**src/rtl/abz_pkg.sv**
```systemverilog
// rtl/abz_pkg.sv - shared types and constants for the ABZ segment scheduler
package abz_pkg;

    typedef enum logic [1:0] {
        IDLE,
        LOAD,
        SETTLE,
        RUN
    } abz_state_t;

    typedef struct packed {
        logic [15:0] abm;
        logic [15:0] div;
        logic [15:0] cycles;
    } seg_t;

    localparam int ABZ_Z_LENGTH = 30;
    // Z pulse width plus margin for the generator's phase reset.
    localparam int ABZ_GAP_CYC  = ABZ_Z_LENGTH + 2;

endpackage

```
**src/rtl/abz_seg_fifo.sv**
```systemverilog
// rtl/abz_seg_fifo.sv - synchronous segment FIFO with push/pop/flush and fill level
module abz_seg_fifo
    import abz_pkg::*;
#(
    parameter int DEPTH = 4,
    localparam int PW = $clog2(DEPTH),
    localparam int LW = PW + 1
) (
    input  logic          clk_in,
    input  logic          sys_rst,
    input  logic          push,
    input  seg_t          push_data,
    input  logic          pop,
    output seg_t          pop_data,
    input  logic          flush,
    output logic          full,
    output logic          empty,
    output logic [LW-1:0] level
);

    seg_t          mem [DEPTH];
    logic [PW-1:0] wr_ptr;
    logic [PW-1:0] rd_ptr;
    logic [LW-1:0] level_q;
    logic          do_push;
    logic          do_pop;

    assign full     = (level_q == LW'(DEPTH));
    assign empty    = (level_q == '0);
    assign level    = level_q;
    assign pop_data = mem[rd_ptr];
    assign do_push  = push && !full;
    assign do_pop   = pop && !empty;

    always_ff @(posedge clk_in) begin
        if (do_push) begin
            mem[wr_ptr] <= push_data;
        end
    end

    always_ff @(posedge clk_in) begin
        if (sys_rst || flush) begin
            wr_ptr  <= '0;
            rd_ptr  <= '0;
            level_q <= '0;
        end else begin
            if (do_push) begin
                wr_ptr <= wr_ptr + 1'b1;
            end
            if (do_pop) begin
                rd_ptr <= rd_ptr + 1'b1;
            end
            case ({do_push, do_pop})
                2'b10:   level_q <= level_q + 1'b1;
                2'b01:   level_q <= level_q - 1'b1;
                default: level_q <= level_q;
            endcase
        end
    end

endmodule

```
**src/rtl/abz_seq_ctrl.sv**
```systemverilog
// rtl/abz_seq_ctrl.sv - buffers motion segments and plays them into the ABZ generator
module abz_seq_ctrl
    import abz_pkg::*;
#(
    parameter int FIFO_DEPTH = 4,
    parameter int GAP_CYC    = ABZ_GAP_CYC,
    parameter int MIN_DIV    = 4
) (
    input  logic                         clk_in,
    input  logic                         sys_rst,
    input  logic                         cmd_valid,
    output logic                         cmd_ready,
    input  logic [15:0]                  cmd_abm,
    input  logic [15:0]                  cmd_div,
    input  logic [15:0]                  cmd_cycles,
    input  logic                         start,
    input  logic                         stop,
    output logic [15:0]                  abm,
    output logic [15:0]                  pulse_div,
    output logic                         pulse_en,
    output logic                         busy,
    output logic                         seg_done,
    output logic                         cmd_err,
    output logic [$clog2(FIFO_DEPTH):0]  fifo_level
);

    localparam logic [15:0] GAP_LAST  = 16'(GAP_CYC - 1);
    localparam logic [15:0] MIN_DIV_W = 16'(MIN_DIV);

    abz_state_t  state_q;
    abz_state_t  state_d;
    logic [15:0] abm_q;
    logic [15:0] div_q;
    logic [15:0] remain_q;
    logic [15:0] gap_cnt_q;
    logic [15:0] per_cnt_q;
    logic        seg_done_q;
    logic        seg_done_d;
    logic        cmd_err_q;
    logic        pop;
    logic        run_wrap;
    logic        cmd_accept;
    logic        cmd_legal;
    logic        fifo_full;
    logic        fifo_empty;
    seg_t        head;
    seg_t        cmd_seg;

    assign cmd_ready  = !fifo_full && !stop && !sys_rst;
    assign cmd_accept = cmd_valid && cmd_ready;
    assign cmd_legal  = (cmd_div >= MIN_DIV_W);
    assign cmd_seg    = '{abm: cmd_abm, div: cmd_div, cycles: cmd_cycles};
    assign run_wrap   = (per_cnt_q == div_q - 16'd1);

    abz_seg_fifo #(
        .DEPTH (FIFO_DEPTH)
    ) u_fifo (
        .clk_in    (clk_in),
        .sys_rst   (sys_rst),
        .push      (cmd_accept && cmd_legal),
        .push_data (cmd_seg),
        .pop       (pop),
        .pop_data  (head),
        .flush     (stop),
        .full      (fifo_full),
        .empty     (fifo_empty),
        .level     (fifo_level)
    );

    always_ff @(posedge clk_in) begin
        if (sys_rst) begin
            state_q <= IDLE;
        end else begin
            state_q <= state_d;
        end
    end

    always_comb begin
        state_d    = state_q;
        seg_done_d = 1'b0;
        pop        = 1'b0;
        unique case (state_q)
            IDLE: begin
                if (start && !fifo_empty) begin
                    state_d = LOAD;
                end
            end
            LOAD: begin
                pop     = 1'b1;
                state_d = SETTLE;
            end
            SETTLE: begin
                if (gap_cnt_q == GAP_LAST) begin
                    state_d = RUN;
                end
            end
            RUN: begin
                // A remaining count of zero here can only mean a continuous segment.
                if (run_wrap) begin
                    if (remain_q == 16'd1) begin
                        seg_done_d = 1'b1;
                        state_d    = fifo_empty ? IDLE : LOAD;
                    end else if (remain_q == 16'd0 && !fifo_empty) begin
                        seg_done_d = 1'b1;
                        state_d    = LOAD;
                    end
                end
            end
            default: state_d = IDLE;
        endcase
        if (stop) begin
            state_d    = IDLE;
            seg_done_d = 1'b0;
            pop        = 1'b0;
        end
    end

    always_ff @(posedge clk_in) begin
        if (sys_rst) begin
            abm_q      <= '0;
            div_q      <= '0;
            remain_q   <= '0;
            gap_cnt_q  <= '0;
            per_cnt_q  <= '0;
            seg_done_q <= 1'b0;
            cmd_err_q  <= 1'b0;
        end else begin
            seg_done_q <= seg_done_d;
            cmd_err_q  <= cmd_accept && !cmd_legal;
            if (pop) begin
                abm_q    <= head.abm;
                div_q    <= head.div;
                remain_q <= head.cycles;
            end else if (state_q == RUN && run_wrap && remain_q != 16'd0) begin
                remain_q <= remain_q - 16'd1;
            end
            gap_cnt_q <= (state_q == SETTLE) ? gap_cnt_q + 16'd1 : '0;
            per_cnt_q <= (state_q == RUN && !run_wrap) ? per_cnt_q + 16'd1 : '0;
        end
    end

    assign abm       = abm_q;
    assign pulse_div = div_q;
    assign pulse_en  = (state_q == RUN);
    assign busy      = (state_q != IDLE);
    assign seg_done  = seg_done_q;
    assign cmd_err   = cmd_err_q;

endmodule

```
**config.mk**
```make
export PLATFORM = sky130hd
export DESIGN_NAME = abz_seq_ctrl
export DESIGN_NICKNAME = d
export VERILOG_FILES = /design/src/rtl/abz_pkg.sv /design/src/rtl/abz_seg_fifo.sv /design/src/rtl/abz_seq_ctrl.sv
export SDC_FILE = /design/constraint.sdc
export NUM_CORES = 1
export LEC_CHECK = 0
export BUFFER_PORTS_ARGS = -buffer_cell sky130_fd_sc_hd__clkbuf_2
export CAP_MARGIN = 25
export CORE_ASPECT_RATIO = 0.6
export CORE_MARGIN = 1.5
export CORE_UTILIZATION = 45
export CTS_CLUSTER_DIAMETER = 40
export DETAILED_ROUTE_END_ITERATION = 8
export GPL_TIMING_DRIVEN = 0
export MAX_ROUTING_LAYER = met4
export PLACE_DENSITY = 0.71
export REMOVE_ABC_BUFFERS = 1
export SLEW_MARGIN = 20
export SYNTH_ARGS = -nofsm -noshare
export SYNTH_HDL_FRONTEND = slang
export SYNTH_SLANG_ARGS = --single-unit
```
**constraint.sdc**
```tcl
create_clock -name clk_in -period 2.8 [get_ports clk_in]
set_input_delay 0 -clock clk_in [delete_from_list [all_inputs] [get_ports clk_in]]
set_output_delay 0 -clock clk_in [all_outputs]
set_load 0.01 [all_outputs]
```
# Word level (Yosys, flattened, before mapping)
# Memories as Yosys holds them, arrays and structs flattened. A register that Yosys moved wholly into a read port is not among the register bits.
# Cells that the tools add are included.
dict set report classes {
  add_sub_neg 8
  n_reduce_logical 31
  mul 0
  n_bitwise 4
  magnitude_cmp 1
  shift 0
  eq_ne 13
  div_mod_pow 0
  muxes 18
}
# operator n
set op_table {}
lappend op_table {{$add 16x1->16 const B} 2}
lappend op_table {{$mux 16} 2}
lappend op_table {{$sub 16x1->16 const B} 2}
lappend op_table {{$eq 16x1->1 const B} 1}
lappend op_table {{$eq 16x16->1} 1}
lappend op_table {{$eq 16x5->1 const B} 1}
lappend op_table {{$ge 16x3->1 const B} 1}
lappend op_table {{$logic_not 16->1} 1}
lappend op_table {{$reduce_bool 16->1} 1}
lappend op_table {{$mux 2} 7}
lappend op_table {{$logic_and 1x1->1} 12}
lappend op_table {{$pmux 2 s4} 1}
lappend op_table {{$mux 1} 7}
lappend op_table {{$eq 2x2->1 const B} 3}
lappend op_table {{$logic_not 1->1} 6}
lappend op_table {{$pmux 3 s2} 1}
lappend op_table {{$reduce_bool 2->1} 3}
lappend op_table {{$reduce_or 2->1} 3}
lappend op_table {{$add 2x1->2 const B} 2}
lappend op_table {{$eq 2x1->1 const B} 2}
lappend op_table {{$ne 2x2->1 const B} 2}
lappend op_table {{$not 1->1} 4}
lappend op_table {{$reduce_and 4->1} 1}
lappend op_table {{$reduce_or 4->1} 1}
lappend op_table {{8 further kinds} 8}
dict set report word_totals {
  reg_bits 91
  ramBits 192
  mem_count 1
  word_cells 87
  latch_bits 0
  rom_bits 0
}
# memory depth word_bits read_ports rd_clocked_by_memory_dff write_ports line_no
set memory_table {}
lappend memory_table {u_fifo.mem 4 48 1 1 1 abz_seg_fifo.sv:21} ;# seg_t mem [DEPTH];

# Longest topological paths before layout
dict set report depth {
  depth_word 9
  ltp_mapped 12
  mapped_depth_nobuf 10
}

# By module
# From an unflattened synthesis, not the netlist that was laid out.
dict set report unflattened {
  cells_unflattened 836
  area_unflattened_um2 11716.2
}
# module cells_per_inst area_each_um2 n_inst
set by_module_without_submodules {}
lappend by_module_without_submodules {abz_seg_fifo 306 7402.1 1}
lappend by_module_without_submodules {abz_seq_ctrl 530 4314.1 1}

# Worst setup path after synthesis
# OpenSTA, ideal clock, no wires.
dict set report synth_timing {
  path_kind {register to register}
  startpoint {reg div_q[0], in the netlist pulse_div[0]}
  endpoint {reg remain_q[10]}
  path_slack_ps -125
  arrival_ps 2834
  stages_incl_launch_ff 10
  required_ps 2709
  period_less_slack_ps 2925
  cell_sequence {dfxtp_1 > inv_1 > ha_1 > or4b_1 > buf_2 > nor4_1 > a211oi_1 > or4_1 > or4_1 > a311oi_1}
}
dict set report synth_between {
  elab_chain_cells 5
}
# item line_no
set synth_lines {}
lappend synth_lines {{start: declaration} abz_seq_ctrl.sv:33} ;# logic [15:0] div_q;
lappend synth_lines {{start signal: assignment} abz_seq_ctrl.sv:132} ;# div_q <= head.div;
lappend synth_lines {{$sub 16x1->16} abz_seq_ctrl.sv:53} ;# assign run_wrap = (per_cnt_q == div_q - 16'd1);
lappend synth_lines {{$eq 16x16->1} abz_seq_ctrl.sv:53}
lappend synth_lines {{$logic_and 1x1->1 (2 in a row)} abz_seq_ctrl.sv:134} ;# end else if (state_q == RUN && run_wrap && remain_q != 16'd0) begin
lappend synth_lines {{$reduce_bool 2->1 (no source line)} --}
lappend synth_lines {{end signal: assignment} abz_seq_ctrl.sv:133} ;# remain_q <= head.cycles;
lappend synth_lines {{end signal: assignment} abz_seq_ctrl.sv:135} ;# remain_q <= remain_q - 16'd1;
lappend synth_lines {{end: declaration} abz_seq_ctrl.sv:34} ;# logic [15:0] remain_q;
# Every way passes these cells.
# A chain may end at the register's enable or synchronous reset.

# Worst setup path after layout
dict set report layout_timing {
  startpoint {reg remain_q[7]}
  endpoint {reg remain_q[12]}
}
dict set report layout_between {
  elab_chain_cells 3
}
# item line_no
set layout_lines {}
lappend layout_lines {{$sub 16x1->16 or $reduce_bool 16->1 (tied branches)} {abz_seq_ctrl.sv:135, abz_seq_ctrl.sv:134}}
lappend layout_lines {{$mux 16 or $logic_and 1x1->1 (tied branches)} abz_seq_ctrl.sv:134}
lappend layout_lines {{$mux 16 or $reduce_bool 2->1 (tied branches)} --}
# Parallel ways exist; a longest one is shown, timed or not. The select of a mux whose other input is x is not followed.

==> impl_metrics.toml <==
[routing]
drc = 0
drt_iter0_drc = 782
dr.pass1.iters = 5
ant_nets = 0
routedWlPerCell_um = 20.1
vias = 7794
routed_via_density = 5.58
wl_mm = 28.0

[worst_setup_path]
reg2reg_depth = 6
crit_path_end_kind = "register"
cp-start-kind = "register"
reg2reg_from = "remain_q[7]$_SDFFE_PP0P_"
crit_arrival_ns = 3.48
crit_fanout = 5
reg2reg_to = "remain_q[12]$_SDFFE_PP0P_"
rrSetupSlack_ns = -0.20
required_ns = 3.28
path_class = "reg2reg"

[floorplanning]
dieWidth_um = 211
io_pins = 93
coreArea_mm2 = 0.0254
dieArea_mm2 = 0.0270
start_util_pct = 46.0
core.rowCount = 45
fp.dieH_um = 128

[grt]
first_global_vias = 7620
track_usage_pct = 21.2
gr-usage-met1_pct = 30.2
grt_start_max_net_pins = 50
antenna_found_initial = 2
met3_usage_pct = 4.88
grt_pass1_wl_mm = 42.8
grt_overflow = 0
gr-max-usage-layer = "met2"
use_met2_pct = 31.2

[place]
numPlacedInstances = 1260
port_buffers = 92
dp_hpwl_mm = 16.3
place_congestion = 0.831
place_area_mm2 = 0.0127

[timing]
skew_ns = 0.0133
hold_ws_ns = 0.0505
slew_headroom_pct = 43.8
finalSetupViolations = 13
fin_crit_sh_pct = 107
finalHoldViolCount = 0
tightest_slew_ns = 0.843
fin_crit_ns = 3.00
fmax_mhz = 334
fin_ws_ns = -0.195
rsz0062_at_grt = "true"
drv_slew = 0

[logic_synthesis]
ys_types = 64
synthAdderAreaFrac_pct = 1.67
synth.top_cell.area_share_pct = 49.2
synthMuxAreaShare_pct = 9.31
synth_edf_count = 192
post_synth_xor_area_fraction_pct = 3.89
ys_seq_area_share_pct = 65.1
yosysTopAreaCell = "edfxtp_1"
synth_compound_area_share_pct = 6.46
async_reset_ff_share_pct = 0
synth_seq_cells = 285
yosys.area_share.simple_pct = 11.4
syn_area_per_cell_um2 = 13.8
synthFlopType = "edfxtp_1"
synth_area_mm2 = 0.0117
ys_warn_count = 0
synth_cells = 850
synth_top_family_by_area = "simple AND/OR/NAND/NOR gates"
synthTopCellsByArea = "edfxtp_1, dfxtp_1, mux4_2"

[worst_hold_path]
holdPathEnd = "state_q[1]$_SDFFE_PP0P_"
hold_depth = 6
min_from = "start"
hold_class = "in2reg"

[cts]
cts_buffers = 29
numClockSinks = 285
cts_buffer_depth = 3
path_clk_slew_ns = 0.07
clk_latency_ns = 0.58
cts_tree = "yes"
ctsHtreeMaxLevel = 1
clockRootBuffer = "clkbuf_16"

[layout]
utilization_pct = 58.4
postLayoutCellArea_mm2 = 0.0149
fin_cells = 1396
regArea_mm2 = 0.00765
multi_input_area_mm2 = 0.00423
n_fill_cell = 1967
nNetsFinal = 1087
drive_gt1_share_pct = 29.1
area_delta_synth_final_pct = 26.9

[pwr]
finalPower_mw = 8.93
cellLeakagePower_nw = 5.03
peakVddDrop_v = 0.000608
power.density_mw_per_mm2 = 600

[status]
violations = "negative setup slack"
outcome = "finished, violations left"

[flow_run]
maxCapViolations = 0
## registers in the layout (all words and copies together), names as in the netlist, named ones only
register	cells
abm	16
cmd_err	1
gap_cnt_q	16
per_cnt_q	16
pulse_div	16
remain_q	16
seg_done	1
state_q	2
u_fifo.level	3
u_fifo.mem	192
u_fifo.rd_ptr	2
u_fifo.wr_ptr	2
## Yosys cell counts, types with 2 or more instances
master,n
a211oi_1,5
a21oi_1,38
a221oi_1,2
a311oi_1,9
a31oi_1,2
a41oi_1,5
and2_1,5
and3_1,12
and4_1,3
buf_1,7
clkbuf_1,34
dfxtp_1,93
edfxtp_1,192
ha_1,14
inv_1,21
mux4_2,48
nand2_1,93
nand2b_1,3
nand3_1,22
nand4_1,8
nand4b_1,2
nor2_1,71
nor2b_1,2
nor3_1,13
nor4_1,13
o2111ai_1,3
o211ai_1,5
o21a_1,2
o21ai_0,9
o311ai_0,4
o31ai_1,7
or2_1,2
or2_2,3
or3_1,8
or4_1,11
xnor2_1,21
xor2_1,31
## area by class of cell
cell class	count	area share (%)
repair buffers	179	9.66
flip-flops and latches	285	51.5
multi-input cells	503	28.5
clock inverters	23	1.88
inverters	21	0.547
diodes	2	0.0337
well taps	352	2.96
clock buffers	31	5.00
## per-stage QoR
| stage | TNS [ns] | worst slack [ns] |
|---|---|---|
| final | -1.54 | -0.195 |
| after global routing | -2.56 | -0.280 |
| after CTS | -1.26 | -0.179 |
| after detailed placement | -18.96 | -0.728 |
| after global placement | -403.21 | -1.73 |
| after floorplan | -17.04 | -0.447 |
## worst max-delay path by stage
stage	startpoint	endpoint	cells after the start
CTS	pulse_div[1]$_SDFFE_PP0P_	remain_q[5]$_SDFFE_PP0P_	12
global placement	sys_rst	u_fifo.mem[1][39]$_DFFE_PP_	5
detailed placement	pulse_div[0]$_SDFFE_PP0P_	remain_q[6]$_SDFFE_PP0P_	12
floorplan	register	remain_q[13]$_SDFFE_PP0P_	4
finish	remain_q[7]$_SDFFE_PP0P_	remain_q[12]$_SDFFE_PP0P_	6
global route	pulse_div[1]$_SDFFE_PP0P_	remain_q[5]$_SDFFE_PP0P_	12
## critical path, cell delays in order (launching register included)
cell,delay [ns]
dfxtp_1,0.36
or4_4,0.62
or3_4,0.38
or2_2,0.33
or3_1,0.41
or4_4,0.53
a311oi_2,0.28
## placed cells by master (no fill, tap or decap), drive strengths merged, types with 9 or more instances in the layout
| master | Yosys | routed |
|---|---|---|
| mux4 | 48 | 48 |
| inv | 21 | 28 |
| or4 | 12 | 12 |
| dfxtp | 93 | 93 |
| edfxtp | 192 | 192 |
| buf | 9 | 35 |
| dlygate4sd3 | 0 | 51 |
| o21ai | 11 | 11 |
| nand3 | 22 | 22 |
| nor3 | 13 | 13 |
| a21oi | 38 | 38 |
| nor2 | 72 | 72 |
| and3 | 12 | 12 |
| xor2 | 31 | 31 |
| clkinv | 0 | 10 |
| ha | 14 | 14 |
| nor4 | 14 | 14 |
| a311oi | 9 | 9 |
| xnor2 | 21 | 21 |
| nand2 | 93 | 93 |
| clkbuf | 34 | 123 |
## cells by family (layout without fill, tap and decap cells)
logic type	count (synthesis)	in the layout
flip-flops	285	285
multiplexers	49	49
adder cells (fa/ha/maj)	15	15
AO/OA/AOI/OAI	107	107
other	0	2
XOR/XNOR	52	52
AND/OR/NAND/NOR	278	280
buffers and inverters	64	254
## where the power goes
group	switching (mW)	internal [mW]	leakage (nW)
clock	1.78	2.35	0.500
sequential	0.0115	4.51	2.49
combinational	0.150	0.130	2.04
## layer usage
metal | vias to the layer above | share of wire (%)
li1 | 3556 | -
met1 | 3886 | 46
met2 | 296 | 45
met3 | 56 | 7.4
met4 | 0 | 2.1
met5 | - | 0
## what timing repair did
item | CTS | global route
pin swaps | 23 | 19
buffers inserted | 13 | 14
resized for setup | 49 | 42
gates cloned | 2 | 1
endpoints found under the setup margin | 36 | 35
endpoints found under the hold margin | 195 | 0
hold buffers | 51 | 0
(Power assumes the default switching activity.)
